`src/rtl/uberclock_pkg.sv`:
```
// Shared configuration field codes and lane advance modes for the uberclock NCO path.
// Used by the CSR wrapper and the phase accumulator bank.
package uberclock_pkg;

  localparam logic [1:0] CFG_INC  = 2'd0;
  localparam logic [1:0] CFG_OFF  = 2'd1;
  localparam logic [1:0] CFG_MODE = 2'd2;

  localparam logic [1:0] MODE_FREE  = 2'd0;
  localparam logic [1:0] MODE_GATED = 2'd1;
  localparam logic [1:0] MODE_HALT  = 2'd2;

  // Mode 3 is reserved and behaves like HALT.
  function automatic logic lane_advances(input logic [1:0] mode, input logic ce);
    case (mode)
      MODE_FREE:  return 1'b1;
      MODE_GATED: return ce;
      default:    return 1'b0;
    endcase
  endfunction

endpackage

```
`src/rtl/nco_phase_lane.sv`:
```
// One NCO phase lane: shadow/active config, accumulator, offset adder and
// registered phase/advance/wrap outputs.
module nco_phase_lane
  import uberclock_pkg::*;
#(
  parameter int PW = 19
) (
  input  logic          sys_clk,
  input  logic          rst,
  input  logic          ce_in,
  input  logic          wr_inc,
  input  logic          wr_off,
  input  logic          wr_mode,
  input  logic [PW-1:0] cfg_data,
  input  logic          commit,
  input  logic          clear,
  output logic [PW-1:0] phase_out,
  output logic          adv,
  output logic          wrap
);

  logic [PW-1:0] sh_inc_q, sh_inc_d, sh_off_q, sh_off_d;
  logic [1:0]    sh_mode_q, sh_mode_d;
  logic [PW-1:0] act_inc_q, act_inc_d, act_off_q, act_off_d;
  logic [1:0]    act_mode_q, act_mode_d;
  logic [PW-1:0] acc_q, acc_d;
  logic          adv_s_q, adv_s_d, wrap_s_q, wrap_s_d;
  logic [PW-1:0] phase_q, phase_d;
  logic          adv_q, adv_d, wrap_q, wrap_d;
  logic [PW:0]   sum_full;

  always_comb begin
    // NOTE: every signal gets a default up front so no path leaves it unassigned (no latch).
    sh_inc_d   = sh_inc_q;
    sh_off_d   = sh_off_q;
    sh_mode_d  = sh_mode_q;
    act_inc_d  = act_inc_q;
    act_off_d  = act_off_q;
    act_mode_d = act_mode_q;
    acc_d      = acc_q;
    adv_s_d    = 1'b0;
    wrap_s_d   = 1'b0;

    if (wr_inc)  sh_inc_d  = cfg_data;
    if (wr_off)  sh_off_d  = cfg_data;
    if (wr_mode) sh_mode_d = cfg_data[1:0];

    // Commit copies the pre-write shadow; a same-cycle write lands in shadow only.
    if (commit) begin
      act_inc_d  = sh_inc_q;
      act_off_d  = sh_off_q;
      act_mode_d = sh_mode_q;
    end

    sum_full = {1'b0, acc_q} + {1'b0, act_inc_q};
    if (clear) begin
      acc_d = '0;
    end else if (lane_advances(act_mode_q, ce_in)) begin
      acc_d    = sum_full[PW-1:0];
      adv_s_d  = 1'b1;
      wrap_s_d = sum_full[PW];
    end

    // Output stage sees the accumulator and offset as they stand after the previous edge.
    phase_d = acc_q + act_off_q;
    adv_d   = adv_s_q;
    wrap_d  = wrap_s_q;
  end

  always_ff @(posedge sys_clk or posedge rst) begin
    if (rst) begin
      sh_inc_q   <= '0;
      sh_off_q   <= '0;
      sh_mode_q  <= MODE_FREE;
      act_inc_q  <= '0;
      act_off_q  <= '0;
      act_mode_q <= MODE_FREE;
      acc_q      <= '0;
      adv_s_q    <= 1'b0;
      wrap_s_q   <= 1'b0;
      phase_q    <= '0;
      adv_q      <= 1'b0;
      wrap_q     <= 1'b0;
    end else begin
      // NOTE: non-blocking so every flop samples the pre-edge values of the others.
      sh_inc_q   <= sh_inc_d;
      sh_off_q   <= sh_off_d;
      sh_mode_q  <= sh_mode_d;
      act_inc_q  <= act_inc_d;
      act_off_q  <= act_off_d;
      act_mode_q <= act_mode_d;
      acc_q      <= acc_d;
      adv_s_q    <= adv_s_d;
      wrap_s_q   <= wrap_s_d;
      phase_q    <= phase_d;
      adv_q      <= adv_d;
      wrap_q     <= wrap_d;
    end
  end

  assign phase_out = phase_q;
  assign adv       = adv_q;
  assign wrap      = wrap_q;

endmodule

```
`src/rtl/nco_phase_bank.sv`:
```
// Bank of NCH phase accumulator lanes feeding the CORDIC NCOs: config address
// decode, the shared pending flag and output packing.
module nco_phase_bank
  import uberclock_pkg::*;
#(
  parameter int NCH = 4,
  parameter int PW  = 19,
  parameter int AW  = (NCH > 1) ? $clog2(NCH) : 1
) (
  input  logic              sys_clk,
  input  logic              rst,
  input  logic              ce_in,
  input  logic              cfg_we,
  input  logic [AW-1:0]     cfg_addr,
  input  logic [1:0]        cfg_field,
  input  logic [PW-1:0]     cfg_data,
  input  logic              commit,
  input  logic [NCH-1:0]    clear,
  output logic [NCH*PW-1:0] phase_out,
  output logic [NCH-1:0]    adv,
  output logic [NCH-1:0]    wrap,
  output logic              pending
);

  logic write_ok;
  logic pending_q, pending_d;

  always_comb begin
    write_ok = cfg_we && (int'(cfg_addr) < NCH) &&
               (cfg_field == CFG_INC || cfg_field == CFG_OFF || cfg_field == CFG_MODE);
    // A write in the commit cycle is not covered by that commit, so it wins.
    if (write_ok)    pending_d = 1'b1;
    else if (commit) pending_d = 1'b0;
    else             pending_d = pending_q;
  end

  always_ff @(posedge sys_clk or posedge rst) begin
    if (rst) pending_q <= 1'b0;
    else     pending_q <= pending_d;
  end

  assign pending = pending_q;

  for (genvar i = 0; i < NCH; i++) begin : g_lane
    logic lane_sel;
    assign lane_sel = cfg_we && (cfg_addr == AW'(i));

    nco_phase_lane #(.PW(PW)) u_lane (
      .sys_clk   (sys_clk),
      .rst       (rst),
      .ce_in     (ce_in),
      .wr_inc    (lane_sel && (cfg_field == CFG_INC)),
      .wr_off    (lane_sel && (cfg_field == CFG_OFF)),
      .wr_mode   (lane_sel && (cfg_field == CFG_MODE)),
      .cfg_data  (cfg_data),
      .commit    (commit),
      .clear     (clear[i]),
      .phase_out (phase_out[i*PW +: PW]),
      .adv       (adv[i]),
      .wrap      (wrap[i])
    );
  end

endmodule

```
`config.mk`:
```
export PLATFORM = sky130hd
export DESIGN_NAME = nco_phase_bank
export DESIGN_NICKNAME = d
export VERILOG_FILES = /design/src/rtl/uberclock_pkg.sv /design/src/rtl/nco_phase_lane.sv /design/src/rtl/nco_phase_bank.sv
export SDC_FILE = /design/constraint.sdc
export NUM_CORES = 1
export LEC_CHECK = 0
export ABC_AREA = 0
export CORE_MARGIN = 4
export CORE_UTILIZATION = 40
export CTS_CLUSTER_DIAMETER = 80
export DETAILED_ROUTE_END_ITERATION = 7
export PLACE_DENSITY = 0.65
export SLEW_MARGIN = 20
export SYNTH_ARGS = -nofsm -noshare
export SYNTH_HDL_FRONTEND = slang
export SYNTH_SLANG_ARGS = --single-unit
```
`constraint.sdc`:
```
create_clock -name sys_clk -period 39.9 [get_ports sys_clk]
set_clock_uncertainty 0.1 [all_clocks]
set_input_delay 7.98 -clock sys_clk [delete_from_list [all_inputs] [get_ports sys_clk]]
set_output_delay 7.98 -clock sys_clk [all_outputs]
set_load 0.005 [all_outputs]
```
==> flow_summary_export.csv, run 1 <==
group,metric,value,unit
power,power.density,74.5,nW/um^2
placement,place_congestion,0.851,
global_route,grt_pass1_wl,88.9,mm
hold_path,holdPathEnd,"g_lane[1].u_lane.adv$_DFF_PP0_",
setup_path,cp_data_arrival_time,10.39,ns
clock_tree,insertion_delay,0.60,ns
clock_tree,clkTransAtPathRegs,0.06,ns
synthesis,ys.warnings.count,0,
setup_path,reg2reg_slack,36.93,ns
synthesis,syn_inst,1972,
job,maxCapViolCount,0,
clock_tree,h-tree-depth,2,
synthesis,synth_top_area_share,51.0,%
hold_path,hold_start,"g_lane[1].u_lane.adv_d$_DFF_PP0_",
global_route,antenna_found_initial,10,
clock_tree,cts_made_buffers,53,
synthesis,avgSynthCellArea,12.2,sq um
timing,fin_tns_setup,0,ns
synthesis,netlist_area,24000,sq um
synthesis,ys_ff_latch,489,
floorplanning,chipHeight,253,um
routing,post_drt_wl_per_cell,19.2,um
setup_path,startpoint_type,"input port",
setup_path,cp_common_cell,"buf_4",
timing,hold_viol_final,0,
floorplanning,die_area,63900,sq um
synthesis,synth_area_leader_cell,"dfrtp_1",
power,total_leakage_power,12.8,nW
setup_path,cp_slowest_stage_delay,0.75,ns
setup_path,rr_endpoint,"g_lane[3].u_lane.acc_q[16]$_DFFE_PP0P_",
placement,hpwl,38.5,mm
setup_path,reg2reg_depth,9,
routing,remaining_drc_errors,0,
synthesis,ys_seq_area_share,51.0,%
clock_tree,ctsResizeCount,0,
floorplanning,core_area,59100,sq um
timing,maxSlewHeadroom,29.1,%
hold_path,min_path_type,"reg2reg",
clock_tree,ctsHoldBuffers,0,
routing,via_per_inst,5.46,
finish,nFillCells,5182,
timing,rsz0062_at_grt,"no",
setup_path,cp_max_fo,58,
status,status,"complete, no violations",
finish,final_nets,2288,
global_route,grt_overflow,0,
global_route,grt_pass1_vias,16100,
placement,numPortBuffers,116,
synthesis,synth-edff-count,0,
routing,first_pass_iters,5,
timing,finalCritPeriodShare,25.1,%
synthesis,synthTopCellsByArea,"dfrtp_1 (51%), mux2_2 (15%), ha_1 (7.7%), xnor2_1 (2.2%), a21oi_1 (2.1%)",
power,max-vdd-ir-drop,0.0328,mV
setup_path,critPathKind,"in2reg",
floorplanning,initial_core_util,40.6,%
routing,ant_nets,0,
floorplanning,rows,89,
setup_path,slowest_stage,"buf_4",
global_route,grt.total_usage,17.4,%
hold_path,hold_path_depth,0,
timing,slew_violations,0,
timing,max_freq,99.9,MHz
finish,area_delta_synth_final,15.9,%
floorplanning,dieWidth,253,um
synthesis,synthFlopType,"dfrtp_1",
routing,dr.first_iter.drc_count,1185,
setup_path,required,40.28,ns
setup_path,r2r-start,"g_lane[3].u_lane.acc_q[0]$_DFFE_PP0P_",
routing,drt-total-wl,55.9,mm
finish,drive_gt1_share,20.9,%
clock_tree,cts_buffer_depth,3,
clock_tree,cts_root_buf,"clkbuf_16",
synthesis,synth.distinct_cells,74,
timing,worst_slew_pin_slew,1.06,ns
synthesis,synthArstFlopShare,100,%
synthesis,syn-num-nets,2160,
timing,period_needed,10.01,ns
setup_path,path_cells,"buf_6, buf_4, buf_4, mux2_2",
floorplanning,ioPinCount,117,
routing,num_vias,15900,
timing,finalSetupViolations,0,
clock_tree,cts_tree,"yes",
setup_path,cp-end-kind,"flop",
global_route,grt_max_degree,191,
clock_tree,cts_setup_buffers,0,
clock_tree,cts.sinks,489,
power,power.total,2.07,mW
==> cells by family after synthesis <==
family / share of synthesized area (%)
AND/OR/NAND/NOR: 6.84
multiplexers: 15.1
flip-flops: 51.0
adder cells (fa/ha/maj): 8.39
AO/OA/AOI/OAI: 13.1
XOR/XNOR: 3.73
buffers and inverters: 1.81
==> synthesized netlist by cell type (8+ instances only) <==
master,number
nand2b_1,22
nor3_1,29
nand3_1,31
xor2_1,41
a211oi_1,12
fa_1,8
o31ai_1,9
and3_1,15
inv_1,45
a31oi_1,17
clkbuf_1,43
o21bai_1,15
xnor2_1,61
mux2_2,319
o211ai_1,12
nand2_1,97
a22o_1,28
ha_1,148
o21a_1,28
a21o_1,61
nor2_1,85
nor2b_1,13
o21ai_0,95
dfrtp_1,489
buf_4,8
a21oi_1,99
==> stage by stage <==
stage	cells	area, sq um	utilization [%]	hold WS, ns	worst slack (ns)
2_1_floorplan	1972	24000	-	0.231	18.17
3_3_place_gp	2817	26000	43.9	0.234	28.74
4_1_cts	2913	27800	46.9	0.251	29.31
6_report	2917	27800	47.0	0.249	29.89
5_1_grt	2914	27800	47.0	0.251	29.56
3_5_place_dp	2817	26000	43.9	0.237	28.65
==> placed cells by master (no fill, tap or decap), drive strengths merged, types with 29 or more instances in the layout <==
cell,n
a21o,61
a21oi,100
clkbuf,66
clkdlybuf4s50,115
dfrtp,489
ha,148
inv,48
mux2,319
nand2,97
nand3,31
nor2,85
nor3,29
o21ai,99
xnor2,61
xor2,41
==> how the worst max path moves through the flow <==
stage	to	slack, ns	startpoint
CTS	g_lane[0].u_lane.act_inc_q[3]$_DFFE_PP0P_	29.31	rst
floorplan	g_lane[0].u_lane.acc_q[0]$_DFFE_PP0P_	18.17	rst
global placement	g_lane[0].u_lane.act_off_q[6]$_DFFE_PP0P_	28.74	rst
detailed placement	g_lane[0].u_lane.act_off_q[4]$_DFFE_PP0P_	28.65	rst
global route	g_lane[0].u_lane.phase_out[8]$_DFF_PP0_	29.56	rst
finish	g_lane[3].u_lane.act_inc_q[3]$_DFFE_PP0P_	29.89	commit
==> critical path: cells and delay by family <==
family,cells,cell delay [ns]
buffers and inverters,3,1.90
multiplexers,1,0.41
==> layer usage <==
metal	routed length [um]	up-vias	track usage (%)	part of all wire, %
li1	-	7493	-	-
met1	25600	8040	23.9	46
met2	26500	312	29.2	47
met3	2520	85	2.45	4.5
met4	1260	0	4.90	2.3
met5	0	-	0	0
==> sequential cells by signal, indices dropped and copies added (netlist names) <==
name and flops:
g_lane.u_lane.act_inc_q 76, g_lane.u_lane.adv_d 4, g_lane.u_lane.act_mode_q 8, g_lane.u_lane.phase_out 76, g_lane.u_lane.acc_q 76, g_lane.u_lane.wrap 4, g_lane.u_lane.sh_mode_q 8, g_lane.u_lane.sh_inc_q 76
g_lane.u_lane.adv 4, g_lane.u_lane.act_off_q 76, g_lane.u_lane.sh_off_q 76, g_lane.u_lane.wrap_d 4, pending 1
==> cell type report <==
type / count / area [sq um] / share of cell area, %
Antenna cell: 3 / 7.51 / 0.0270
Inverter: 46 / 180 / 0.648
Timing Repair Buffer: 132 / 1320 / 4.74
Clock inverter: 30 / 338 / 1.22
Sequential cell: 489 / 12200 / 44.0
Clock buffer: 66 / 1440 / 5.16
Tap cell: 773 / 967 / 3.48
Multi-Input combinational cell: 1378 / 11300 / 40.7
==> where the power goes <==
group | total, mW | leakage [nW] | switching, mW | internal (mW)
clock | 0.498 | 0.851 | 0.203 | 0.294
combinational | 0.816 | 5.90 | 0.412 | 0.404
sequential | 0.757 | 6.08 | 0.102 | 0.655
(Power assumes the default switching activity.)
==> inputs of run 2 (changes only) <==
Settings changed: PLACE_DENSITY 0.65 to 0.67.
Clock period 39.9 ns to 8.1 ns, I/O delays scaled along.
==> run 2 against run 1 <==
  * Clock power grew to 5.4 times the previous value
  * Combinational power grew to 5.0 times the previous value
  * Sequential power grew to 4.9 times the previous value
  * Power grew to 5.0 times the previous value
  * Register-to-register slack lost 32 ns
  * Sequential share of layout area shrank 0.19 points
  * Critical path type unchanged
  * Critical endpoint is now g_lane[0].u_lane.acc_q[18]$_DFFE_PP0P_
==> flow_summary_export.csv, run 2 (synthesis gave the netlist of run 1 again) <==
group,metric,value,unit
status,status,"complete, no violations",
power,total_leakage_power,12.9,nW
setup_path,crit_family,"buffers and inverters",
floorplanning,rows,89,
finish,utilization,47.2,%
timing,hold_slack,0.247,ns
placement,placed_area,26000,sq um
job,maxCapViolCount,0,
clock_tree,cts_buffer_depth,3,
setup_path,path_cells,"clkdlybuf4s50_1, inv_1, a21oi_1, nand2b_1, inv_1, nand2_1, o31ai_1, a21o_1",
setup_path,cp_max_fo,19,
clock_tree,cts_tree,"yes",
timing,finalCritPeriodShare,43.6,%
finish,final_nets,2284,
timing,finalSetupViolations,0,
clock_tree,insertion_delay,0.60,ns
floorplanning,chipHeight,253,um
floorplanning,initial_core_util,40.6,%
routing,drt-total-wl,56.0,mm
placement,place_congestion,0.857,
clock_tree,cts_setup_buffers,0,
setup_path,slowest_stage,"inv_1",
clock_tree,cts_made_buffers,52,
global_route,antenna_found_initial,9,
floorplanning,ioPinCount,117,
timing,period_needed,3.53,ns
clock_tree,clkTransAtPathRegs,0.06,ns
routing,ant_nets,0,
routing,post_drt_wl_per_cell,19.3,um
setup_path,cp_common_cell,"inv_1",
setup_path,cp_data_arrival_time,3.97,ns
global_route,grt_max_degree,167,
placement,dp_cells,2815,
routing,remaining_drc_errors,0,
hold_path,min_path_type,"reg2reg",
power,power.density,375,nW/um^2
timing,max_freq,283,MHz
setup_path,path_buf_inv,3,
clock_tree,cts.sinks,489,
routing,route.met2.wl,26.5,mm
placement,hpwl,38.3,mm
routing,top_layer_used,"met4",
timing,slew_violations,0,
setup_path,critPathKind,"in2reg",
timing,maxSlewHeadroom,25.4,%
global_route,grt.total_usage,17.5,%
clock_tree,h-tree-depth,2,
finish,final_common_cell,"dfrtp_1",
power,power.total,10.5,mW
timing,hold_viol_final,0,
clock_tree,ctsResizeCount,0,
routing,first_pass_iters,5,
setup_path,cp_slowest_stage_delay,0.49,ns
setup_path,startpoint_type,"input port",
clock_tree,ctsHoldBuffers,0,
finish,layout_common_cells,"dfrtp_1 (489), mux2_2 (319), ha_1 (148), clkdlybuf4s50_1 (115), a21oi_1 (99)",
floorplanning,die_area,63900,sq um
routing,wl_met1,25.1,mm
routing,wl_met3,3.00,mm
floorplanning,dieWidth,253,um
floorplanning,core_area,59100,sq um
routing,dr.first_iter.drc_count,1053,
finish,antenna_cells,0,
clock_tree,cts_root_buf,"clkbuf_16",
finish,area_delta_synth_final,16.4,%
routing,num_vias,16000,
global_route,grt_pass1_wl,89.3,mm
finish,stdcell_area,27900,sq um
placement,numPortBuffers,116,
routing,via_per_inst,5.49,
timing,worst_slew_pin_slew,1.12,ns
global_route,grt_pass1_vias,16200,
setup_path,cp-end-kind,"flop",
global_route,grt_overflow,0,
setup_path,required,8.54,ns
finish,layoutNonFillerInstCount,2909,
timing,rsz0062_at_grt,"no",
power,max-vdd-ir-drop,0.187,mV
finish,drive_gt1_share,20.5,%
## run 2: cell types whose count changed in the layout (fill, tap and decap cells not counted), moves of 2 or more
cell        previous run  this run
clkinv_2              11         4
clkbuf_1               7        12
bufinv_16              6        13
buf_4                 13        11
diode_2                3         0
clkbuf_8               6        10
clkinvlp_4             9         1
## run 2: cell type report
cell class	count	area (sq um)
multi-input cells	1378	11300
clock inverters	19	428
clock buffers	75	1510
inverters	46	176
flip-flops and latches	489	12200
fillers	5182	31200
repair buffers	129	1280
well taps	773	967
## run 2: report_power, final
| part | leakage [nW] | switching, mW | internal [mW] |
|---|---|---|---|
| combinational | 5.87 | 2.05 | 1.99 |
| sequential | 6.08 | 0.498 | 3.23 |
| clock | 0.948 | 0.987 | 1.70 |
## run 2: path summary, 6_finish.rpt
kind | start | to | slack [ns] | cells past startpoint
max | ce_in | g_lane[0].u_lane.acc_q[18]$_DFFE_PP0P_ | 4.57 | 8
min | g_lane[1].u_lane.wrap_d$_DFF_PP0_ | g_lane[1].u_lane.wrap$_DFF_PP0_ | 0.25 | 0
max reg2reg | g_lane[3].u_lane.acc_q[0]$_DFFE_PP0P_ | g_lane[3].u_lane.acc_q[16]$_DFFE_PP0P_ | 5.10 | 9
min reg2reg | g_lane[1].u_lane.wrap_d$_DFF_PP0_ | g_lane[1].u_lane.wrap$_DFF_PP0_ | 0.25 | 0
max in group asynchronous | rst | g_lane[3].u_lane.act_inc_q[11]$_DFFE_PP0P_ | 4.91 | 4
min in group asynchronous | rst | g_lane[1].u_lane.act_off_q[8]$_DFFE_PP0P_ | 1.48 | 3
## run 2: metrics by stage
stage / worst slack [ns] / TNS, ns
detailed placement: 3.97 / 0
global placement: 4.02 / 0
floorplan: -0.251 / -122.55
global route: 4.42 / 0
finish: 4.57 / 0
CTS: 4.61 / 0
## run 2: per-layer routing
layer / global-route usage [%] / vias up
met5: 0 / -
met1: 24.1 / 8014
met3: 2.51 / 95
met4: 5.22 / 0
met2: 29.2 / 398
li1: - / 7477
